### src/rtl/fwft_fifo_pkt_reader.sv
// Packet reader for the read side of a first-word-fall-through FIFO.
// It pops a header word that carries the payload beat count, then pops that
// many payload words. The payload goes out on a valid/ready stream with an
// end-of-packet marker. A two-entry skid buffer sits between the FIFO pop and
// the stream output, so i_tready never feeds the pop decision.
module fwft_fifo_pkt_reader #(
    parameter int DATA_WIDTH = 32,
    parameter int LEN_WIDTH  = 16,
    parameter int CNT_WIDTH  = 16
) (
    input  logic                  clk,
    input  logic                  rst_n,
    input  logic                  i_clr,
    input  logic                  i_fifo_empty,
    input  logic [DATA_WIDTH-1:0] i_fifo_rd_data,
    output logic                  o_fifo_rd_en,
    output logic                  o_tvalid,
    output logic [DATA_WIDTH-1:0] o_tdata,
    output logic                  o_tlast,
    input  logic                  i_tready,
    output logic [CNT_WIDTH-1:0]  o_pkt_cnt,
    output logic                  o_len_err,
    output logic                  o_busy
);

    typedef enum logic {
        IDLE,
        PAYLOAD
    } state_t;

    state_t                state;
    logic [LEN_WIDTH-1:0]  remaining;
    logic [1:0]            buf_count;
    logic [DATA_WIDTH-1:0] skid_data;
    logic                  skid_last;

    logic [LEN_WIDTH-1:0]  hdr_len;
    logic                  push;
    logic                  pop;
    logic                  push_last;

    assign hdr_len = i_fifo_rd_data[LEN_WIDTH-1:0];

    // Header pops need no buffer room; payload pops need a free skid slot.
    assign o_fifo_rd_en = rst_n && !i_clr && !i_fifo_empty &&
                          ((state == IDLE) || (buf_count != 2'd2));

    assign push      = o_fifo_rd_en && (state == PAYLOAD);
    assign pop       = o_tvalid && i_tready;
    assign push_last = (remaining == LEN_WIDTH'(1));

    assign o_tvalid = (buf_count != 2'd0);
    assign o_busy   = (state != IDLE) || (buf_count != 2'd0);

    // Header/payload sequencing: load the beat count, then count payload pops down.
    always_ff @(posedge clk) begin
        if (!rst_n || i_clr) begin
            state     <= IDLE;
            remaining <= '0;
            o_len_err <= 1'b0;
        end else begin
            o_len_err <= 1'b0;
            case (state)
                IDLE: begin
                    if (o_fifo_rd_en) begin
                        if (hdr_len == '0) begin
                            o_len_err <= 1'b1;
                        end else begin
                            remaining <= hdr_len;
                            state     <= PAYLOAD;
                        end
                    end
                end
                PAYLOAD: begin
                    if (o_fifo_rd_en) begin
                        remaining <= remaining - LEN_WIDTH'(1);
                        if (push_last) begin
                            state <= IDLE;
                        end
                    end
                end
                default: state <= IDLE;
            endcase
        end
    end

    // Skid buffer: the output register is the head entry and skid_* is the
    // second entry; a pop from the full buffer promotes the second entry.
    always_ff @(posedge clk) begin
        if (!rst_n) begin
            buf_count <= 2'd0;
            o_tdata   <= '0;
            o_tlast   <= 1'b0;
            skid_data <= '0;
            skid_last <= 1'b0;
        end else if (i_clr) begin
            buf_count <= 2'd0;
            o_tlast   <= 1'b0;
        end else begin
            case (buf_count)
                2'd0: begin
                    if (push) begin
                        o_tdata   <= i_fifo_rd_data;
                        o_tlast   <= push_last;
                        buf_count <= 2'd1;
                    end
                end
                2'd1: begin
                    if (push && pop) begin
                        o_tdata <= i_fifo_rd_data;
                        o_tlast <= push_last;
                    end else if (push) begin
                        skid_data <= i_fifo_rd_data;
                        skid_last <= push_last;
                        buf_count <= 2'd2;
                    end else if (pop) begin
                        o_tlast   <= 1'b0;
                        buf_count <= 2'd0;
                    end
                end
                2'd2: begin
                    if (pop) begin
                        o_tdata   <= skid_data;
                        o_tlast   <= skid_last;
                        buf_count <= 2'd1;
                    end
                end
                default: buf_count <= 2'd0;
            endcase
        end
    end

    // Completed-packet counter; survives a flush, wraps naturally.
    always_ff @(posedge clk) begin
        if (!rst_n) begin
            o_pkt_cnt <= '0;
        end else if (!i_clr && pop && o_tlast) begin
            o_pkt_cnt <= o_pkt_cnt + CNT_WIDTH'(1);
        end
    end

endmodule

### config.mk
export PLATFORM = sky130hd
export DESIGN_NAME = fwft_fifo_pkt_reader
export DESIGN_NICKNAME = d
export VERILOG_FILES = /design/src/rtl/fwft_fifo_pkt_reader.sv
export SDC_FILE = /design/constraint.sdc
export NUM_CORES = 1
export LEC_CHECK = 0
export CORE_MARGIN = 2
export CORE_UTILIZATION = 57
export DETAILED_ROUTE_END_ITERATION = 16
export PLACE_DENSITY = 0.86
export SYNTH_ARGS = -nofsm -noshare
export SYNTH_HDL_FRONTEND = slang
export SYNTH_SLANG_ARGS = --single-unit
### constraint.sdc
create_clock -name clk -period 3.7 [get_ports clk]
set_clock_uncertainty 0.05 [all_clocks]
set_input_delay 0.74 -clock clk [delete_from_list [all_inputs] [get_ports clk]]
set_output_delay 0.74 -clock clk [all_outputs]
set_load 0.01 [all_outputs]
[Word-level counts from Yosys, hierarchy flattened]
Cells that the tools add are included.
Storage, ports and cells
  memories: 0
  ROM bits: 0
  bits in latches: 0
  flip-flop bits (word level): 102
  output and inout bits: 53
  input port bits: 37
  bits in writable memories: 0
Cells by class
  div/mod/pow operators: 0
  multiplexer cells: 26
  bitwise operators: 5
  $lt $le $gt $ge: 0
  reduce and logical (&&, ||, !) cells: 25
  $mul: 0
  add/subtract/negate cells: 2
  shifts and indexed selects: 0
  equal/unequal tests: 14
Operators with widths (number)
  32-bit 2-to-1 mux: 3
  32-bit one-hot mux with 3 select lines: 1
  16-bit 2-to-1 mux: 3
  16-bit one-hot mux with 2 select lines: 1
  16-bit by 1-bit adder with 16-bit output, second input constant: 1
  16-bit by 1-bit equality test with 1-bit output, second input constant: 1
  16-bit logical NOT: 1
  2-bit != test, second input constant: 8
  16-bit by 1-bit subtractor with 16-bit output, second input constant: 1
  1-bit 2-to-1 mux: 10
  2-bit 2-to-1 mux: 5
  5-bit AND reduction: 2
  3-bit != test, second input constant: 3
  1-bit logical AND: 8
  4-bit AND reduction: 2
  2-bit one-hot mux with 3 select lines: 1
  1-bit inverter: 5
  1-bit logical NOT: 3
  1-bit logical OR: 3
  1-bit one-hot mux with 3 select lines: 1
  3-bit AND reduction: 1
  3-bit nonzero test: 1
  3-bit OR reduction: 1
  2-bit by 1-bit equality test with 1-bit output, second input constant: 1
  other kinds (5): 5

[Logic depth before layout (Yosys ltp)]
Gate-level depths: netlist of the first run.
  depth after elaboration: 8
  gate-level depth with buffers: 8
  depth with buffers taken out: 7

[Worst setup path before layout of the first run]
Ideal clock, no wire load.
  path type: input-to-reg
  from: input port rst_n
  to: register remaining[3]
  stages: 7
  library setup time: 131 ps
  buffers on the path: 2
  required time: 3519 ps
  arrival: 2039 ps
  slack: 1481 ps
  cell sequence: buf_2 > nand2b_1 > a211oi_1 > a21boi_1 > buf_2 > o211ai_1 > o21ai_0
Between the ends
  word-level cells in the longest chain between the ends: 5
Ends and longest elaborated chain
  from (decl): line 12  | input logic rst_n,
  1-bit logical AND (*) (3 in a row): line 45  | assign o_fifo_rd_en = rst_n && !i_clr && !i_fifo_empty &&
  named net o_fifo_rd_en: line 16  | output logic o_fifo_rd_en,
  2-bit != test (no line)
  3-bit AND reduction (no line) (*)
  to (signal assigned): line 69  | remaining <= hdr_len;
  to (signal assigned): line 76  | remaining <= remaining - LEN_WIDTH'(1);
  to (decl): line 32  | logic [LEN_WIDTH-1:0] remaining;
Mark *: on every way through the listed nets, which the timed path passes. The rest lies on a longest branch.
A chain may end at the register's enable or synchronous reset.

[Final worst setup path of the first run]
  from: input port i_clr
  to: output port o_fifo_rd_en
Between the ends
  word-level cells in the longest chain between the ends: 4
Ends and longest elaborated chain
  from (decl): line 13  | input logic i_clr,
  1-bit logical NOT: line 45
  1-bit logical AND (3 in a row): line 45
  to (decl): line 16
No other way between the ends.

==> results of run 1 <==
-- power groups by stage --
stage                     logic, mW  registers [mW]  clock network [mW]
after floorplan               0.126            1.15                   0
after global placement        0.219            1.15                   0
after detailed placement      0.223            1.15                   0
after CTS                     0.225            1.12               0.674
after global routing          0.246            1.12               0.717
final                         0.228            1.12               0.663
-- cell type report --
class,count,area [µm²],share of cell area
Inverter,9,33.78,0.005600
Tap cell,105,131.4,0.02178
Sequential cell,102,2042,0.3385
Clock buffer,9,123.9,0.02054
Timing Repair Buffer,102,983.4,0.1630
Multi-Input combinational cell,409,2664,0.4416
Clock inverter,7,53.80,0.008919
-- final timing paths --
| kind | startpoint | to | slack (ps) | cells past startpoint |
|---|---|---|---|---|
| worst max-delay path | i_clr | o_fifo_rd_en | 380 | 4 |
| worst min register to register | skid_data[27] | skid_data[27] | 410 | 2 |
| worst min-delay path | skid_data[27] | skid_data[27] | 410 | 2 |
| worst max register to register | buf_count[0] | o_tdata[13] | 1210 | 9 |
-- worst max-delay path: cells and delay by family --
kind,cells,cell delay [ps]
AND/OR/NAND/NOR,1,230
buffers and inverters,2,1150
AO/OA/AOI/OAI,1,410
-- routing by layer --
| layer | share of wire | vias up |
|---|---|---|
| met3 | 0.066 | 24 |
| li1 | - | 2137 |
| met5 | 0 | - |
| met1 | 0.43 | 2087 |
| met4 | 0.018 | 0 |
| met2 | 0.48 | 159 |
-- metrics by stage --
stage	utilization	area (µm²)	worst slack, ps	cells	hold slack (ps)
3_5_place_dp	0.7089	5854	408.9	727	398.6
4_1_cts	0.7305	6032	399.1	743	413.6
5_1_grt	0.7305	6032	309.7	743	437.2
3_3_place_gp	0.7089	5854	454.5	727	390.1
2_1_floorplan	-	4893	1481	561	384.7
6_report	0.7305	6032	384.6	743	409.4
-- cells by family after synthesis --
family | after synthesis
AOI/OAI and AO/OA | 135
buffers and inverters | 50
and+or+nand+nor | 219
muxes | 33
DFF | 102
adders and majority gates | 7
xor gates and xnor gates | 15
-- sequential cells by signal, indices dropped and copies added (netlist names) --
| name | count |
|---|---|
| o_tdata | 32 |
| buf_count | 2 |
| o_len_err | 1 |
| remaining | 16 |
| skid_data | 32 |
| skid_last | 1 |
| o_tlast | 1 |
| state | 1 |
| o_pkt_cnt | 16 |
-- synth_stat cells, types with 2 or more instances --
master	n	area share
xor2_1	5	0.0089
a31oi_1	5	0.0064
inv_1	9	0.0069
nor4_1	9	0.012
nand3b_1	2	0.0031
and2_1	17	0.022
nand2_1	124	0.095
o221a_2	31	0.071
ha_1	7	0.018
dfxtp_1	102	0.42
mux2i_1	33	0.068
o211ai_1	4	0.0061
a211o_1	2	0.0036
nor2_1	14	0.011
a21oi_1	26	0.027
nand4_1	9	0.012
nor2b_1	7	0.0089
nor3b_2	2	0.0051
buf_2	14	0.014
clkbuf_1	27	0.021
nand3_1	5	0.0051
a211oi_1	3	0.0046
and3_1	5	0.0064
xnor2_1	10	0.018
o22ai_1	6	0.0077
a21boi_1	9	0.014
o2bb2ai_1	2	0.0036
o21ai_0	11	0.011
and4_1	2	0.0036
nor3_1	10	0.010
a21boi_0	28	0.043
nand2b_1	3	0.0038
or3_1	2	0.0026
-- placed cells by master, fill, tap and decap left out, types with 3 or more instances in the layout --
master,Yosys,final
nand2_1,124,124
dfxtp_1,102,102
clkdlybuf4s50_1,0,88
mux2i_1,33,33
o221a_2,31,31
a21boi_0,28,28
a21oi_1,26,26
and2_1,17,17
nor2_1,14,13
buf_4,0,13
o21ai_0,11,11
xnor2_1,10,10
nor3_1,10,10
inv_1,9,9
nand4_1,9,9
a21boi_1,9,9
nor4_1,9,9
clkbuf_8,0,9
nor2b_1,7,7
o22ai_1,6,6
ha_1,7,6
nand3_1,5,5
xor2_1,5,5
and3_1,5,5
a31oi_1,5,5
o211ai_1,4,4
inv_6,0,4
nand2b_1,3,3
a211oi_1,3,3
==> metrics.txt, run 1 <==
router iterations before antenna repair 5; power per standard cell area 333.6 mW/mm²; clock root cell clkbuf_8; Max-Cap Viols 0; post-CTS setup buffer count 0; Total Wirelength 11940 µm; Tcrit/Tclk final 0.8961; Num CTS Buffers 9; GPL Wtd Cong 0.8883; first-pass GRT wire length 19860 µm; # fillers 646; RSZ-0062 raised after global routing no; Max rail drop VDD 0.2389 mV; Max H-tree Level 3; gr busiest metal met2; critical path class in2out; sequential cell area fraction in the yosys report 0.4173; mux cell area share after synthesis 0.06750; drt drc 0; Syn-to-layout area delta 23.27%; Net Sw Power 543.3 µW; die height 96.66 µm; number of synthesized flops with an enable pin 0; switch share 0.2700; worst-path maximum fanout 5; CTS tree built; Cell Chain, Critical Path clkdlybuf4s50_1 > nand2b_1 > a211oi_1 > clkdlybuf4s50_1; Synth Area in Compound Gates 0.2120; Starting Density 0.5926; vias post-DR 4407; power share of the clock group 0.329; Max Buffers Root-to-Sink 2; slowest stage delay, CP 630 ps; #FFs+latches synth 102; Post-Syn Nets just over 600; vias in the first global route just over 4000; GR Layer Usage met3 0.05347; Antenna Nets Post-Route 0; die footprint between 0.009 and 0.01 mm²; CP endpoint kind output pin; final setup fails 0; largest family of logic cells by synthesized area simple AND/OR/NAND/NOR gates; Synth Area in Adders 0.01790; post-CTS sizing 0; Rows 33; Starting DRT DRC Count 244; YS warnings 0; sequential power share 0.557; initial antenna violation count 0; GR Overflow Total 0; die width 96.66 µm; Sum Neg Setup Slack 0 ps; via density per instance 5.931; Distinct cells, synth 49; ys async rst share 0; DP HPWL just over 8000 µm; relative slew slack 0.4600; CP required 2910 ps; outcome finished clean; final hold violation count 0; Comb power frac 0.113; Final Slew Violations 0; fmax 301.6 MHz; Avg Cell Area, Syn 8.723 µm²; total power after layout 2.012 mW; port bufs 89; CP dominant cell by count clkdlybuf4s50_1; Synth Area in XOR/XNOR 0.02685; Setup crit start kind primary input; Post-Syn Instances 561; ANT cells 0; Data arrival, critical path 2530 ps; Sinks on Clock Net 102; met2 Track Usage GR 0.4332; routed len/inst 16.06 µm; Clk Latency, worst-skew pair 380 ps; hold_buf cts 0; Post-Syn Area 0.004893 mm²; internal power 1.469 mW; nets@finish 677; ys flop type dfxtp_1; met1 Usage GRT 0.3218; Simple-Gate Fraction of Synth Area 0.2166; Tmin final 3315 ps; Pleak 2.101 nW; min-delay worst type reg2reg; largest net degree at the start of global routing 82; core area 0.008258 mm²; Ports 90; clock-pin slew on the worst setup and hold paths 110 ps; layout cells sized above 1 0.1097; Slew @ Worst Pin 802.6 ps; Slowest-stage cell, CP clkdlybuf4s50_1; Total GRT Usage 0.2539
No activity file was read; power rests on OpenSTA's default activity.
==> run 2: changes to the inputs <==
Settings changed: REMOVE_ABC_BUFFERS from default to 1, TNS_END_PERCENT from default to 1.
==> run 2 against run 1 <==
  * Power up 0.98%
  * Sequential power about the same
  * Sequential cell count unchanged
  * Combinational power down 3%
  * Clock power up 3.5%
  * Design area about the same
  * Routed wire length up 0.82%
  * Register-to-register slack worse by 130 ps
  * Fmax up 2.0%
  * Highest routed layer unchanged
==> metrics.txt, run 2 (synthesis results as in run 1) <==
initial antenna violation count 0; most common cell after layout, fill and taps aside nand2_1; hold path cells 2; min-delay worst type reg2reg; final setup fails 0; fmax 307.8 MHz; Total GRT Usage 0.2599; Num CTS Buffers 9; vias in the first global route 4172; Setup Slack @ Placement 464.9 ps; total power after layout 2.032 mW; hold_buf cts 0; Data arrival, critical path 2460 ps; power per standard cell area ~340 mW/mm²; Rows 33; Max rail drop VDD ~0.26 mV; RSZ-0062 raised after global routing no; Starting DRT DRC Count about 340; die width between 90 and 100 µm; router iterations before antenna repair 4; most frequent cells in the layout nand2_1 (124), dfxtp_1 (102), clkdlybuf4s50_1 (88); clock-pin slew on the worst setup and hold paths approximately 100 ps; GR Overflow Total 0; port bufs 89; layout cells sized above 1 0.1069; via density per instance between 5 and 6; Tmin final 3249 ps; drt drc 0; post-CTS setup buffer count 0; CP endpoint kind output pin; Clk Latency, worst-skew pair 360 ps; nets@finish 675; Antenna Nets Post-Route 0; Sinks on Clock Net 102; Setup crit start kind primary input; critical path class in2out; routed len/inst 16.24 µm; Final Slew Violations 0; relative slew slack 0.4068; Final WS setup between 400 and 500 ps; core area 0.008258 mm²; # fillers 624; Total Wirelength roughly 12000 µm; post-CTS sizing 0; biggest regs o_tdata x32, skid_data x32; vias post-DR 4400; Max Buffers Root-to-Sink 2; ANT cells 0; Tcrit/Tclk final 0.8781; largest net degree at the start of global routing 81; clock root cell clkbuf_8; CTS tree built; DP HPWL ~8000 µm; Ports 90; Max H-tree Level 3; GPL Wtd Cong 0.9058; Pleak between 2 and 2.5 nW; die height 96.66 µm; outcome finished clean; reg2reg path depth 6; worst-path maximum fanout 5; Syn-to-layout area delta 23.17%; Max-Cap Viols 0; Slew @ Worst Pin 888.6 ps; CP required 2910 ps; Starting Density 0.5926; die footprint 0.009342 mm²; final hold violation count 0; first-pass GRT wire length 20330 µm
==> run 2: layout make-up <==
cell class | count | area [µm²] | share of cell area
Multi-Input combinational cell | 409 | 2664 | 0.4420
Sequential cell | 102 | 2042 | 0.3388
Timing Repair Buffer | 100 | 968.4 | 0.1607
Tap cell | 105 | 131.4 | 0.02180
Clock buffer | 9 | 123.9 | 0.02055
Clock inverter | 7 | 63.81 | 0.01059
Inverter | 9 | 33.78 | 0.005605
==> run 2: critical path, cell delays in order <==
cell	delay, ps
clkdlybuf4s50_1	520
nand2b_1	240
a211oi_1	340
clkdlybuf4s50_1	620
==> run 2: power breakdown <==
part	switching [mW]	internal (mW)
clock	0.423	0.263
sequential	0.0150	1.11
combinational	0.116	0.105
total	0.554	1.48
==> run 2: metal layers <==
| metal | up-vias | share of wire | global-route usage |
|---|---|---|---|
| met5 | - | 0 | 0 |
| met4 | 0 | 0.015 | 0.07151 |
| met3 | 16 | 0.058 | 0.05058 |
| met2 | 154 | 0.49 | 0.4386 |
| met1 | 2094 | 0.44 | 0.3408 |
| li1 | 2136 | - | - |
==> run 2: through the flow <==
stage | hold WS, ps | instance area [µm²] | TNS [ps] | util | cells
detailed placement | 397.0 | 5839 | 0 | 0.7071 | 725
floorplan | 384.7 | 4722 | -2217 | - | 520
CTS | 411.7 | 6027 | 0 | 0.7298 | 741
finish | 408.3 | 6027 | 0 | 0.7298 | 741
global route | 429.8 | 6027 | 0 | 0.7298 | 741
global placement | 389.9 | 5839 | 0 | 0.7071 | 725
==> run 2: worst paths after layout <==
| check | from | endpoint | slack (ps) |
|---|---|---|---|
| hold / removal | skid_data[30] | skid_data[30] | 410 |
| setup / recovery | i_clr | o_fifo_rd_en | 450 |
| hold reg to reg | skid_data[30] | skid_data[30] | 410 |
| setup reg to reg | state | o_tdata[11] | 1080 |
